### config.mk
export PLATFORM = sky130hd
export DESIGN_NAME = nan_ser_tx
export DESIGN_NICKNAME = d
export VERILOG_FILES = /design/src/rtl/nan_ser_tx.sv
export SDC_FILE = /design/constraint.sdc
export NUM_CORES = 1
export LEC_CHECK = 0
export CAP_MARGIN = 20
export CORE_MARGIN = 2
export CORE_UTILIZATION = 44
export CTS_BUF_LIST = sky130_fd_sc_hd__clkbuf_8 sky130_fd_sc_hd__clkbuf_16
export CTS_CLUSTER_DIAMETER = 30
export DETAILED_ROUTE_END_ITERATION = 10
export PLACE_DENSITY = 0.65
export SETUP_SLACK_MARGIN = 0.1
export SYNTH_ARGS = -nofsm -noshare
export SYNTH_HDL_FRONTEND = slang
export SYNTH_SLANG_ARGS = --single-unit
### constraint.sdc
create_clock -name clk -period 2.6 [get_ports clk]
set_clock_uncertainty 0.15 [all_clocks]
set_input_delay 0.26 -clock clk [delete_from_list [all_inputs] [get_ports clk]]
set_output_delay 0.26 -clock clk [all_outputs]
set_load 0.01 [all_outputs]
### src/rtl/nan_ser_tx.sv
// Framed serial transmitter: start bit, DATA_W data bits LSB first, optional even
// parity bit (enabled by defining NAN_SER_TX_PARITY_EN), stop bit; each bit lasts CLKS_PER_BIT clocks.
module nan_ser_tx #(
  parameter int DATA_W       = 8,
  parameter int CLKS_PER_BIT = 4
) (
  input  logic              clk,
  input  logic              rst_n,
  input  logic [DATA_W-1:0] tx_data,
  input  logic              tx_valid,
  output logic              tx_ready,
  output logic              out,
  output logic              busy,
  output logic              frame_done
);

`ifdef NAN_SER_TX_PARITY_EN
  typedef enum logic [2:0] {IDLE, START, DATA, PARITY, STOP} state_t;
`else
  typedef enum logic [1:0] {IDLE, START, DATA, STOP} state_t;
`endif

  localparam logic [7:0] BCNT_MAX = 8'(CLKS_PER_BIT - 1);
  localparam logic [3:0] IDX_MAX  = 4'(DATA_W - 1);

  state_t            state;
  logic [7:0]        bcnt;
  logic [3:0]        idx;
  logic [DATA_W-1:0] shreg;
  logic [DATA_W-1:0] shreg_sh;
  logic              bit_end;
`ifdef NAN_SER_TX_PARITY_EN
  logic              par;
`endif

  assign bit_end  = (bcnt == BCNT_MAX);
  assign shreg_sh = shreg >> 1;
  assign busy     = (state != IDLE);

  // Handshake: a word is taken at a rising edge where tx_valid and tx_ready are both 1;
  // tx_ready drops at that same edge and stays low until the frame has fully ended.
  // out is registered with the next state, so it changes at the edge the state does.
  always_ff @(posedge clk) begin
    if (!rst_n) begin
      state      <= IDLE;
      out        <= 1'b1;
      tx_ready   <= 1'b0;
      frame_done <= 1'b0;
      bcnt       <= '0;
      idx        <= '0;
      shreg      <= '0;
`ifdef NAN_SER_TX_PARITY_EN
      par        <= 1'b0;
`endif
    end else begin
      frame_done <= 1'b0;
      case (state)
        IDLE: begin
          if (tx_valid && tx_ready) begin
            shreg    <= tx_data;
`ifdef NAN_SER_TX_PARITY_EN
            par      <= ^tx_data;
`endif
            state    <= START;
            out      <= 1'b0;
            tx_ready <= 1'b0;
            bcnt     <= '0;
            idx      <= '0;
          end else begin
            out      <= 1'b1;
            tx_ready <= 1'b1;
          end
        end
        START: begin
          if (bit_end) begin
            bcnt  <= '0;
            state <= DATA;
            out   <= shreg[0];
          end else begin
            bcnt <= bcnt + 8'd1;
          end
        end
        DATA: begin
          if (bit_end) begin
            bcnt <= '0;
            if (idx == IDX_MAX) begin
`ifdef NAN_SER_TX_PARITY_EN
              state <= PARITY;
              out   <= par;
`else
              state <= STOP;
              out   <= 1'b1;
`endif
            end else begin
              idx   <= idx + 4'd1;
              shreg <= shreg_sh;
              out   <= shreg_sh[0];
            end
          end else begin
            bcnt <= bcnt + 8'd1;
          end
        end
`ifdef NAN_SER_TX_PARITY_EN
        PARITY: begin
          if (bit_end) begin
            bcnt  <= '0;
            state <= STOP;
            out   <= 1'b1;
          end else begin
            bcnt <= bcnt + 8'd1;
          end
        end
`endif
        STOP: begin
          if (bit_end) begin
            bcnt       <= '0;
            state      <= IDLE;
            out        <= 1'b1;
            tx_ready   <= 1'b1;
            frame_done <= 1'b1;
          end else begin
            bcnt <= bcnt + 8'd1;
          end
        end
        default: begin
          state <= IDLE;
          out   <= 1'b1;
        end
      endcase
    end
  end

endmodule

==> results.sh, run 1 <==
export IMPL_status="complete, no violations"
export IMPL_holdWs_ns=0.327
export IMPL_viasPerCell=5.82
export IMPL_antenna_left=0
export IMPL_overflow=0
export IMPL_nets=177
export IMPL_slew_viol_final=0
export IMPL_swShare_pct=39.7
export IMPL_synth_fa_ha_area_share_pct=6.54
export IMPL_peakVddDrop_v=0.000555
export IMPL_setup_violations=0
export IMPL_ys_seq_area_share_pct=37.3
export IMPL_syn_area_um2=1340
export IMPL_critical_path_max_stage_delay_ns=0.50
export IMPL_die_h_um=59.2
export IMPL_final_hold_violation_count=0
export IMPL_dr_first_iter_drc_count=18
export IMPL_fill_cells=272
export IMPL_cts_sinks=25
export IMPL_period_needed_ns=2.12
export IMPL_max_slew_margin_pct=62.8
export IMPL_grt_pass1_wl_um=4910
export IMPL_gr_max_usage_layer="met2"
export IMPL_cellPowerDensity_nw_per_um2=877
export IMPL_grt_max_degree=18
export IMPL_worstMarginPinSlew_ns=0.558
export IMPL_h_tree_depth=1
export IMPL_combPwrFrac_pct=47.1
export IMPL_antennaDiodeCount=0
export IMPL_port_buffers=14
export IMPL_use_met2_pct=27.9
export IMPL_root_buffer="clkbuf_8"
export IMPL_detailed_place_area_um2=1510
export IMPL_dieWidth_um=59.2
export IMPL_pwr_share_clk_pct=16.3
export IMPL_period_share_pct=81.7
export IMPL_yosysUniqueCellTypes=42
export IMPL_synthTopCellsByArea="dfxtp_1 (37%), ha_1 (6.5%), mux2i_1 (6.0%), o221a_2 (5.9%), nand2_1 (3.9%)"
export IMPL_initial_core_util_pct=45.0
export IMPL_post_dp_hpwl_um=2090
export IMPL_final_core_util_pct=52.3
export IMPL_ios=15
export IMPL_synth_area_leader_cell="dfxtp_1"
export IMPL_ctsHoldBuffers=0
export IMPL_die_area_um2=3500
export IMPL_crit_path_top_delay_cell="a41oi_2"
export IMPL_synth_edf_count=0
export IMPL_crit_chain="inv_1, ha_1, nor2b_1, a41oi_2, nor2_4, o221a_2"
export IMPL_synthesis_nets=162
export IMPL_syn_inst=144
export IMPL_synth_async_reset_ratio_pct=0
export IMPL_gp_congestion=0.803
export IMPL_synthXorXnorAreaFrac_pct=3.92
export IMPL_fmax_mhz=471
export IMPL_fp_row_count=20
export IMPL_grt_use_met1_pct=24.6
export IMPL_crit_type="register to register"
export IMPL_p_leak_nw=0.555
export IMPL_grt_usage_pct=18.2
export IMPL_drc_errors=0
export IMPL_synth_top_family_by_area="simple AND/OR/NAND/NOR gates"
export IMPL_synth_warnings=0
export IMPL_synth_top_cells_by_count="dfxtp_1 (25), nand2_1 (14), nor2_1 (10)"
export IMPL_p_int_uw=823
export IMPL_routed_wl_um=2820
export IMPL_synthToLayoutAreaGrowth_pct=16.2
export IMPL_cp_arrival_ns=2.13
export IMPL_synth_simple_area_share_pct=22.3
export IMPL_first_pass_iters=4
export IMPL_cts_made_buffers=3
export IMPL_core_area_um2=2980
export IMPL_drive_above_1_share_pct=13.3
export IMPL_hold_path_class="register to register"
export IMPL_antenna_found_initial=0
export IMPL_cp_top_family="compound AO/OA/AOI/OAI gates"
export IMPL_cts_buffer_depth=2
export IMPL_synthMuxAreaShare_pct=5.98
export IMPL_rsz0062_at_grt="false"
export IMPL_grt_pass1_vias=1091
export IMPL_ys_ff_latch=25
export IMPL_drv_cap=0
export IMPL_power_switching_uw=542
export IMPL_sequentialPowerShare_pct=36.6
export IMPL_cts_tree="done"
export IMPL_end_kind="register"
export IMPL_path_clk_slew_ns=0.08
export IMPL_vias=1112
export IMPL_synth_ff_type="dfxtp_1"
export IMPL_critPathMaxFanout=10
export IMPL_yosysMostFrequentCell="dfxtp_1"
export IMPL_clock_latency_ns=0.26
export IMPL_finalSetupTns_ns=0
export IMPL_finish_instance_area_um2=1560
export IMPL_start_kind="register"
export IMPL_avgSynthCellArea_um2=9.31
export IMPL_wire_per_inst_um=14.7
export IMPL_post_cts_resized=0
export IMPL_cts_setup_buffers=0
export IMPL_use_met3_pct=5.02
export IMPL_synth_top_area_share_pct=37.3
export IMPL_crit_buf_inv=1
export IMPL_synth_compound_area_share_pct=20.4
export IMPL_critPathRequiredTime_ns=2.61
cells by family (layout without fill, tap and decap cells):
| kind of cell | Yosys count | in the layout |
|---|---|---|
| AOI/OAI and AO/OA | 34 | 34 |
| adders and majority gates | 7 | 7 |
| DFF | 25 | 25 |
| and+or+nand+nor | 53 | 53 |
| buffers and inverters | 11 | 25 |
| xor gates and xnor gates | 6 | 6 |
| muxes | 8 | 8 |
power by group through the flow:
stage                     Sequential [mW]  Combinational (mW)  Clock, mW
after floorplan                     0.506               0.466          0
after global placement              0.507               0.627          0
after detailed placement            0.510               0.644          0
after CTS                           0.501               0.645      0.231
after global routing                0.510               0.710      0.246
final                               0.500               0.643      0.222
cell type report:
cell class	instances	area, µm²	area share, %
timing repair buffer	17	163	10.4
inverter	4	15.0	0.964
clock inverter	1	3.75	0.241
tap	33	41.3	2.65
clock buffer	3	41.3	2.65
multi-input combinational	108	793	50.9
sequential	25	500	32.1
path summary, 6_finish.rpt:
path | end | slack [ns] | cells after the start | startpoint
min | bcnt[1] | 0.33 | 2 | bcnt[1]
max | shreg[1] | 0.48 | 6 | state[0]
max reg2reg | shreg[1] | 0.48 | 6 | state[0]
min reg2reg | bcnt[1] | 0.33 | 2 | bcnt[1]
layer usage:
layer,share of wire [%],vias to the layer above
met5,0,-
met4,1.5,0
met3,3.6,6
met2,45,23
met1,50,524
li1,-,559
stage by stage:
step / worst slack [ns] / cells / power, mW
after floorplan: 0.739 / 144 / 0.972
after global placement: 0.557 / 187 / 1.13
after detailed placement: 0.496 / 187 / 1.15
after CTS: 0.472 / 191 / 1.38
after global routing: 0.320 / 191 / 1.47
final: 0.475 / 191 / 1.37
registers in the layout, indices dropped and copies added, names as in the netlist:
| name | cells |
|---|---|
| out | 1 |
| shreg | 8 |
| state | 2 |
| frame_done | 1 |
| tx_ready | 1 |
| bcnt | 8 |
| idx | 4 |
tightest hold or removal path, cell delays in order (launching register included):
cell and delay (ns):
dfxtp_1 0.33, nand2_1 0.06, a21oi_1 0.05
layout by cell type (no fill, tap or decap), types with 2 or more instances in the layout:
master | Yosys | final
or3_1 | 2 | 2
o221a_2 | 7 | 7
clkdlybuf4s50_1 | 0 | 14
nand3_1 | 6 | 6
xor2_1 | 3 | 3
nand3b_1 | 2 | 2
a211oi_1 | 2 | 2
o21ai_0 | 4 | 4
nand4_1 | 4 | 4
xnor2_1 | 3 | 3
dfxtp_1 | 25 | 25
nand2b_1 | 2 | 2
nand2_1 | 14 | 14
nor3_1 | 3 | 3
inv_1 | 4 | 5
a21oi_1 | 8 | 8
nor2_1 | 10 | 10
a311oi_1 | 2 | 2
mux2i_1 | 8 | 8
buf_4 | 0 | 3
ha_1 | 7 | 7
clkbuf_8 | 0 | 3
No activity file was read; power rests on OpenSTA's default activity.
==> run 2, diff against run 1 <==
- clock period: 2.6 -> 2.05 ns (I/O delays scaled with it)
==> run 2 against run 1 <==
Net effect: register-to-register slack got worse by 0.30 ns; highest routed layer unchanged; maximum frequency increased by 13%; hold slack gained 0.011 ns; sequential share of layout area fell by 0.99 points; design area is 4.7% higher; utilization grew 2.5 points; clock power rose by 31%; count of clock-buffer cells in the layout unchanged; via count up 3.2%; die area is the same.
==> results.sh, run 2 (same netlist as run 1, synthesis figures left out) <==
export IMPL_status="complete, no violations"
export IMPL_cts_sinks=25
export IMPL_reg2regPathDepth=7
export IMPL_slew_viol_final=0
export IMPL_hold_path_class="register to register"
export IMPL_port_buffers=14
export IMPL_swShare_pct=39.4
export IMPL_antennaDiodeCount=0
export IMPL_ios=15
export IMPL_max_slew_margin_pct=70.7
export IMPL_die_area_um2=3500
export IMPL_grt_pass1_vias=1131
export IMPL_final_cell_mix="dfxtp_1 (21), nand2_1 (14), clkdlybuf4s50_1 (13), nor2_1 (10)"
export IMPL_first_pass_iters=4
export IMPL_drc_errors=0
export IMPL_dieWidth_um=59.2
export IMPL_clock_latency_ns=0.27
export IMPL_antenna_left=0
export IMPL_final_hold_violation_count=0
export IMPL_instances_no_fill=196
export IMPL_root_buffer="clkbuf_8"
export IMPL_cts_tree="done"
export IMPL_min_from="bcnt[1]"
export IMPL_p_int_mw=1.12
export IMPL_cellPowerDensity_nw_per_um2=1130
export IMPL_die_h_um=59.2
export IMPL_vias=1148
export IMPL_combPwrFrac_pct=49.2
export IMPL_largestRegisters="bcnt (8), shreg (8), idx (4)"
export IMPL_start_kind="register"
export IMPL_cts_made_buffers=3
export IMPL_gp_congestion=0.859
export IMPL_p_leak_nw=0.594
export IMPL_rsz0062_at_grt="true"
export IMPL_core_area_um2=2980
export IMPL_fill_cells=263
export IMPL_fmax_mhz=532
export IMPL_crit_type="register to register"
export IMPL_r2r_start="state[0]"
export IMPL_holdWs_ns=0.338
export IMPL_grt_usage_pct=18.6
export IMPL_cp_arrival_ns=1.90
export IMPL_reg2reg_slack_ns=0.17
export IMPL_synthToLayoutAreaGrowth_pct=21.8
export IMPL_critPathMaxFanout=7
export IMPL_detailed_place_area_um2=1540
export IMPL_dp_cells=191
export IMPL_sequentialPowerShare_pct=35.1
export IMPL_power_switching_uw=727
export IMPL_nets=182
export IMPL_antenna_found_initial=0
export IMPL_initial_core_util_pct=45.0
export IMPL_grt_max_degree=16
export IMPL_drv_cap=0
export IMPL_critPathRequiredTime_ns=2.07
export IMPL_hold_depth=2
export IMPL_final_common_cell="dfxtp_1"
export IMPL_worstMarginPinSlew_ns=0.436
export IMPL_period_needed_ns=1.88
export IMPL_pwr_share_clk_pct=15.7
export IMPL_wire_per_inst_um=14.8
export IMPL_setup_violations=0
export IMPL_dr_first_iter_drc_count=30
export IMPL_h_tree_depth=1
export IMPL_overflow=0
export IMPL_routed_wl_um=2900
export IMPL_drive_above_1_share_pct=21.5
export IMPL_path_clk_slew_ns=0.09
export IMPL_fp_row_count=20
export IMPL_grt_pass1_wl_um=5000
export IMPL_cts_buffer_depth=2
export IMPL_crit_start="state[0]"
export IMPL_post_dp_hpwl_um=2130
export IMPL_finalSetupTns_ns=0
export IMPL_end_kind="register"
export IMPL_final_core_util_pct=54.8
export IMPL_finish_instance_area_um2=1630
export IMPL_peakVddDrop_v=0.000746
export IMPL_period_share_pct=91.6
export IMPL_viasPerCell=5.86
## run 2: layout make-up
type	count	area, µm²	share of cell area, %
clock inverters	1	3.75	0.230
multi-input cells	108	816	50.0
clock buffers	3	41.3	2.53
well taps	33	41.3	2.53
inverters	4	15.0	0.920
repair buffers	22	206	12.7
flip-flops and latches	25	508	31.1
## run 2: power by group through the flow
stage          combinational, mW  sequential [mW]  clock (mW)
6_report                   0.907            0.648       0.290
5_1_grt                    0.993            0.660       0.319
4_1_cts                    0.890            0.637       0.299
3_5_place_dp               0.881            0.648           0
3_3_place_gp               0.863            0.642           0
2_1_floorplan              0.591            0.641           0
## run 2: worst max-delay path: stages (launching register included)
cell,delay [ns]
dfxtp_2,0.35
inv_2,0.08
ha_2,0.20
buf_6,0.13
and4_1,0.22
a41oi_1,0.12
a41o_1,0.24
a2111oi_2,0.31
## run 2: worst paths after layout
check	to
setup / recovery	idx[3]
hold / removal	bcnt[1]
setup reg to reg	idx[3]
hold reg to reg	bcnt[1]
## run 2: metal layers
layer  wire length (µm)  up-vias  part of all wire [%]  GRT usage, %
met5                  0        -                     0             0
met4                 57        0                   2.0          8.12
met3                 64        6                   2.2          2.62
met2               1330       13                    46          30.0
met1               1440      554                    50          24.7
li1                   -      575                     -             -
## run 2: through the flow
step / setup WS, ns / total power, mW
floorplan: 0.189 / 1.23
global placement: 0.118 / 1.50
detailed placement: 0.0565 / 1.53
CTS: 0.0608 / 1.83
global route: 0.0895 / 1.97
finish: 0.172 / 1.84
## run 2: timing repair
action	in CTS	in global routing
resized for setup	2	11
pin swaps	0	3
setup buffers	1	0
endpoints found under the setup margin	9	18
hold buffers	0	0
hold endpoints to repair	0	0
